File: config.mk
export PLATFORM = sky130hd
export DESIGN_NAME = imem_loader
export DESIGN_NICKNAME = d
export VERILOG_FILES = /design/src/rtl/imem_loader.sv
export SDC_FILE = /design/constraint.sdc
export NUM_CORES = 1
export LEC_CHECK = 0
export ABC_AREA = 0
export CORE_MARGIN = 1
export CORE_UTILIZATION = 51
export CTS_CLUSTER_SIZE = 12
export DETAILED_ROUTE_END_ITERATION = 8
export HOLD_SLACK_MARGIN = 0.15
export PLACE_DENSITY = 0.91
export SYNTH_ARGS = -nofsm -noshare
export SYNTH_HDL_FRONTEND = slang
export SYNTH_SLANG_ARGS = --single-unit
File: constraint.sdc
create_clock -name clk -period 2.85 [get_ports clk]
set_clock_uncertainty 0.1 [all_clocks]
set_input_delay 0.57 -clock clk [delete_from_list [all_inputs] [get_ports clk]]
set_output_delay 0.57 -clock clk [all_outputs]
set_load 0.03 [all_outputs]
File: src/rtl/imem_loader.sv
// Boot loader for the 64x32 instruction memory: assembles big-endian words from a
// byte stream, writes them sequentially, then hands the address port to the PC.
module imem_loader #(
    parameter int ADDR_W = 6,
    parameter int DEPTH  = 64,
    parameter int DATA_W = 32
) (
    input  logic              clk,
    input  logic              rst_n,
    input  logic              start,
    input  logic [6:0]        word_count,
    input  logic              in_valid,
    input  logic [7:0]        in_data,
    output logic              in_ready,
    input  logic [ADDR_W-1:0] pc_addr,
    output logic [ADDR_W-1:0] imem_a,
    output logic              imem_we,
    output logic [DATA_W-1:0] imem_wd,
    output logic              cpu_rst_n,
    output logic              busy,
    output logic              done,
    output logic [6:0]        loaded_words
);

    localparam int BYTES = DATA_W / 8;
    localparam int SH_W  = DATA_W - 8;

    typedef enum logic [1:0] {IDLE, LOAD, WRITE, DONE} state_t;

    state_t            state_q, state_d;
    logic [ADDR_W-1:0] wr_addr_q, wr_addr_d;
    logic [1:0]        byte_idx_q, byte_idx_d;
    logic [SH_W-1:0]   shift_q, shift_d;
    logic [DATA_W-1:0] wd_q, wd_d;
    logic [6:0]        target_q, target_d;
    logic [6:0]        loaded_q, loaded_d;
    logic              hs;
    logic              last_word;

    assign hs        = in_valid && (state_q == LOAD);
    assign last_word = (loaded_q + 7'd1) == target_q;

    always_comb begin
        state_d    = state_q;
        wr_addr_d  = wr_addr_q;
        byte_idx_d = byte_idx_q;
        shift_d    = shift_q;
        wd_d       = wd_q;
        target_d   = target_q;
        loaded_d   = loaded_q;
        case (state_q)
            IDLE, DONE: begin
                if (start) begin
                    target_d   = (word_count == 7'd0) ? 7'(DEPTH) : word_count;
                    wr_addr_d  = '0;
                    byte_idx_d = '0;
                    loaded_d   = '0;
                    state_d    = LOAD;
                end
            end
            LOAD: begin
                if (hs) begin
                    shift_d    = {shift_q[SH_W-9:0], in_data};
                    byte_idx_d = byte_idx_q + 2'd1;
                    if (byte_idx_q == 2'(BYTES - 1)) begin
                        wd_d       = {shift_q, in_data};
                        byte_idx_d = '0;
                        state_d    = WRITE;
                    end
                end
            end
            WRITE: begin
                loaded_d = loaded_q + 7'd1;
                if (last_word) begin
                    // Address stays on the final word so a full load never wraps to 0.
                    state_d = DONE;
                end else begin
                    wr_addr_d = wr_addr_q + 1'b1;
                    state_d   = LOAD;
                end
            end
            default: state_d = IDLE;
        endcase
    end

    always_ff @(posedge clk or negedge rst_n) begin
        if (!rst_n) begin
            state_q    <= IDLE;
            wr_addr_q  <= '0;
            byte_idx_q <= '0;
            shift_q    <= '0;
            wd_q       <= '0;
            target_q   <= '0;
            loaded_q   <= '0;
        end else begin
            state_q    <= state_d;
            wr_addr_q  <= wr_addr_d;
            byte_idx_q <= byte_idx_d;
            shift_q    <= shift_d;
            wd_q       <= wd_d;
            target_q   <= target_d;
            loaded_q   <= loaded_d;
        end
    end

    // Control outputs are pure decodes of the state register; only imem_a muxes an input.
    assign in_ready     = (state_q == LOAD);
    assign imem_we      = (state_q == WRITE);
    assign busy         = (state_q == LOAD) || (state_q == WRITE);
    assign done         = (state_q == DONE);
    assign cpu_rst_n    = (state_q == DONE);
    assign imem_wd      = wd_q;
    assign loaded_words = loaded_q;

    always_comb begin
        imem_a = '0;
        case (state_q)
            DONE:        imem_a = pc_addr;
            LOAD, WRITE: imem_a = wr_addr_q;
            default:     imem_a = '0;
        endcase
    end

endmodule

Yosys cells after proc, flatten, opt, wreduce, memory -nomap -nowiden
Index checks and enable logic that the tools add are counted.

Add/subtract/negate cells: 3. Equality and inequality tests: 9. Muxes and demuxes: 16. Reduce and logical (&&, ||, !) cells: 15.

Operators with widths (number): one-hot mux 6 bit (2 select lines) (2); two-way mux 2 bit (7); two-way mux 7 bit (2); one-hot mux 7 bit (2 select lines) (1); two-way mux 6 bit (2); AND reduction 3 bit (4); adder 7 x 1 -> 7 bit, second input constant (1); equality test 7 bit (1); zero test 7 bit (1); adder 6 x 1 -> 6 bit, second input constant (1); equality test 2 bit, second input constant (3); one-hot mux 2 bit (3 select lines) (1); AND reduction 2 bit (3); inequality test 2 x 1 -> 1 bit, second input constant (2); inequality test 2 bit, second input constant (2); one-hot mux 2 bit (2 select lines) (1); nonzero test 2 bit (2); OR reduction 2 bit (2); adder 2 x 1 -> 2 bit, second input constant (1); equality test 2 x 1 -> 1 bit, second input constant (1); zero test 2 bit (1); logical AND 1 bit (1); logical OR 1 bit (1).

Bits in registers: 80. Bits of input ports: 25. Output and inout bits: 50. Logic and storage cells: 50.

Depth between registers and ports, before layout
Word-level depth: 4. Gate-level depth with buffers: 7. Mapped depth without buffers: 7.

Worst setup path before layout
OpenSTA, ideal clock, no wires.

Path type: flip-flop to output port. Start: register state_q[0]. End: output port imem_a[5]. Arrival time: 1799 ps. Required time: 2180 ps. Path slack: 381 ps. Stages on the path, launching flop included: 6. Path buffers: 1. Path through: dfrtp_1 -> inv_1 -> ha_1 -> clkbuf_1 -> a22oi_1 -> nor2_1.

Word-level cells in the longest chain between the ends: 3.

Ends and longest elaborated chain: start: declaration (line 30) `state_t state_q, state_d;`; start signal: assignment (line 96) `state_q <= state_d;`; equality test 2 x 1 -> 1 bit / equality test 2 bit (equally long branches) (line 117) `case (state_q)`; OR reduction 2 bit (line 117); one-hot mux 6 bit (2 select lines) (*) (line 117); end: declaration (line 16) `output logic [ADDR_W-1:0] imem_a,`.

Mark *: on every way between the ends. The rest lies on a longest branch, timed or not.

Final worst setup path
Start: register state_q[1]. End: output port in_ready.

Word-level cells in the longest chain between the ends: 1.

Ends and longest elaborated chain: equality test 2 x 1 -> 1 bit (line 107) `assign in_ready = (state_q == LOAD);`; end: declaration (line 14) `output logic in_ready,`.

Every way passes these cells.

==> reports/metrics.yaml <==
outcome:
  status: "finished clean"
setup_path:
  crit_chain: "inv_1 -> ha_1 -> clkdlybuf4s50_1"
  arrival_ps: 2010
  worstSetupStartpointType: "register"
  worstSetupPathType: "register to output pin"
  max_stage_delay_ps: 740
  rr_startpoint: "state_q[0]$_DFFE_PN0P_"
  startpoint: "state_q[1]$_DFFE_PN0P_"
  worst_setup_path_end_kind: "output pin"
  worstPathMaxFanout: 10
  cp.required_ps: 2180
  crit_path_top_delay_cell: "clkdlybuf4s50_1"
floorplan:
  fp-row-count: 30
  die-area_um2: 7358
  initial_utilization_pct: 52.69
  die_h_um: 85.78
  ioPinCount: 75
  coreArea_um2: 6794
  fp.dieW_um: 85.78
timing:
  tightest_slew_ps: 981.4
  period_minus_slack_ps: 2682
  tns_ps: 0
  finalCritPeriodShare_pct: 94.09
  timing.final.hold_violations: 0
  setup_slack_ps: 168.4
  finalSetupViolations: 0
  max_slew_margin_pct: 34.58
  max_clock_freq_mhz: 372.9
  drv_slew: 0
  rsz0062_at_grt: "false"
worst_hold_path:
  hold_class: "input pin to asynchronous set/reset pin"
routing:
  dr.pass1.iters: 4
  ant_nets: 0
  drtIter0Drc: 90
  detail_route.vias_per_cell: 5.390
  drc: 0
  wl_mm: 7.155
  via_count: 2447
  wire_per_inst_um: 15.76
finish:
  drive_gt1_share_pct: 25.42
  diodes: 0
  seqCellArea_um2: 2002
  area_growth_pct: 28.66
  final_common_cell: "dfrtp_1"
  fillers: 476
  mostFrequentLayoutCells: "80 x dfrtp_1, 66 x clkdlybuf4s50_1, 63 x mux2_2, 15 x nand2_1, 13 x nor2_1"
  nNetsFinal: 387
  multi_input_area_um2: 1501
clock_tree:
  cts_tree: "built"
  htree_levels: 3
  hold_buffers: 0
  cts.clk_slew.worst_paths_ps: 80
  cts_sinks: 80
  cts_made_buffers: 9
  cts_max_path_buffers: 2
  insertion_delay_ps: 340
  clock-root-buffer: "clkbuf_8"
placement:
  place_ws_ps: 291.6
  post-dp-hpwl_mm: 4.890
  io_buffers: 74
  place.gp.congestion: 0.7858
power_and_ir_drop:
  power.density_nw_per_um2: 1077
  p_leak_nw: 2.053
  vdd_drop_max_uv: 547.4
synth:
  synth-seq-area-share_pct: 55.92
  syn-mean-instance-area_um2: 12.97
  yosys_warnings: 0
  synth.cell_area_um2: 3580
  ys_ff_latch: 80
  synth_cells: 276
  synth.distinct_cells: 37
  synthesis.nets: 309
grt:
  grt_overflow: 0
  grtUsageTotal_pct: 21.31
  antenna_found_initial: 0
  grt_max_degree: 81
  grt_pass1_vias: 2584
  grt_pass1_wl_mm: 12.09
job:
  maxCapViolations: 0
-- state kept, by name, indices dropped and copies added, names as in the netlist --
register	flops
byte_idx_q	2
wr_addr_q	6
target_q	7
state_q	2
imem_wd	32
shift_q	24
loaded_words	7
-- layer usage --
metal  vias up  track usage, %  share of wire (%)
met5         -               0                  0
met2        75           36.65                 50
met4         0           9.394                1.5
met3        14           5.967                6.0
li1       1142               -                  -
met1      1216           25.05                 42
-- where the power goes --
| part | switching [W] | total, W | internal (W) |
|---|---|---|---|
| clock network | 0.000397 | 0.000799 | 0.000402 |
| logic | 0.00123 | 0.00229 | 0.00106 |
| registers | 0.000289 | 0.00187 | 0.00158 |
| total | 0.00192 | 0.00496 | 0.00305 |
-- worst max-delay path, delay by kind of cell, from the launching register on --
family,cells,cell delay [ps]
buf+inv,2,870
flops,1,420
fa+ha+maj,1,380
-- logic make-up (layout without fill, tap and decap cells) --
kind of cell / count (synthesis) / in the layout / synth area share [%]
multiplexers: 69 / 69 / 21.50
AND/OR/NAND/NOR: 55 / 55 / 7.760
AO/OA/AOI/OAI: 36 / 36 / 7.690
adder cells (fa/ha/maj): 8 / 8 / 2.796
buffers and inverters: 19 / 101 / 2.132
XOR/XNOR: 9 / 9 / 2.202
flip-flops: 80 / 80 / 55.92
-- final timing paths --
check / end / slack, ps / cells past startpoint
hold reg to reg: imem_wd[16]$_DFFE_PN0P_ / 410 / 1
setup reg to reg: wr_addr_q[4]$_DFFE_PN0P_ / 360 / 7
max in group asynchronous: imem_wd[25]$_DFFE_PN0P_ / 1730 / 1
min in group clk: imem_wd[16]$_DFFE_PN0P_ / 410 / 1
setup / recovery: in_ready / 170 / 3
hold / removal: wr_addr_q[3]$_DFFE_PN0P_ / 270 / 1
-- per-stage QoR --
| step | util, % | hold WS, ps | power [W] | instances | area, um2 |
|---|---|---|---|---|---|
| floorplan | - | 174.4 | 0.003370 | 276 | 3580 |
| global placement | 65.14 | 384.3 | 0.004097 | 439 | 4425 |
| detailed placement | 65.14 | 390.9 | 0.004200 | 439 | 4425 |
| CTS | 67.75 | 314.2 | 0.005010 | 454 | 4603 |
| global route | 67.79 | 358.1 | 0.005261 | 454 | 4606 |
| finish | 67.79 | 265.5 | 0.004962 | 454 | 4606 |
-- timing repair --
action	CTS	global route
pin swaps	0	0
buffers inserted	0	0
gates resized for setup	6	1
setup endpoints to repair	6	1
-- layout make-up --
class / instances / share of cell area (%)
Multi-Input combinational cell: 177 / 32.60
Tap cell: 96 / 2.608
Clock inverter: 5 / 1.250
Timing Repair Buffer: 79 / 16.73
Inverter: 7 / 0.5705
Clock buffer: 10 / 2.771
Sequential cell: 80 / 43.47
-- cells in the mapped netlist --
library cell,n,area [um2]
dfrtp_1,80,2002
mux2_2,63,709.4
nand2_1,15,56.30
nor2_1,13,48.80
nand3_1,11,55.05
o21ai_0,10,50.05
ha_1,8,100.1
clkbuf_1,7,26.28
inv_1,7,26.28
a21oi_1,6,30.03
a22oi_1,6,45.04
mux2i_1,6,60.06
xnor2_1,6,52.55
nor3_1,5,25.02
a32o_1,3,30.03
buf_1,3,11.26
nand2b_1,3,18.77
xor2_1,3,26.28
a22o_1,2,17.52
or2_2,2,12.51
a222oi_1,1,10.01
a31oi_1,1,6.260
a41o_2,1,11.26
a41oi_4,1,27.53
and3_1,1,6.260
and3_4,1,11.26
buf_4,1,7.510
clkbuf_2,1,5.000
nand3_2,1,10.01
nor2b_1,1,6.260
nor4_1,1,6.260
nor4_4,1,21.27
o211a_1,1,10.01
o21ai_1,1,5.000
o2bb2ai_1,1,8.760
o31ai_1,1,7.510
o32ai_2,1,16.27
Power figures use the tool's default switching activity.
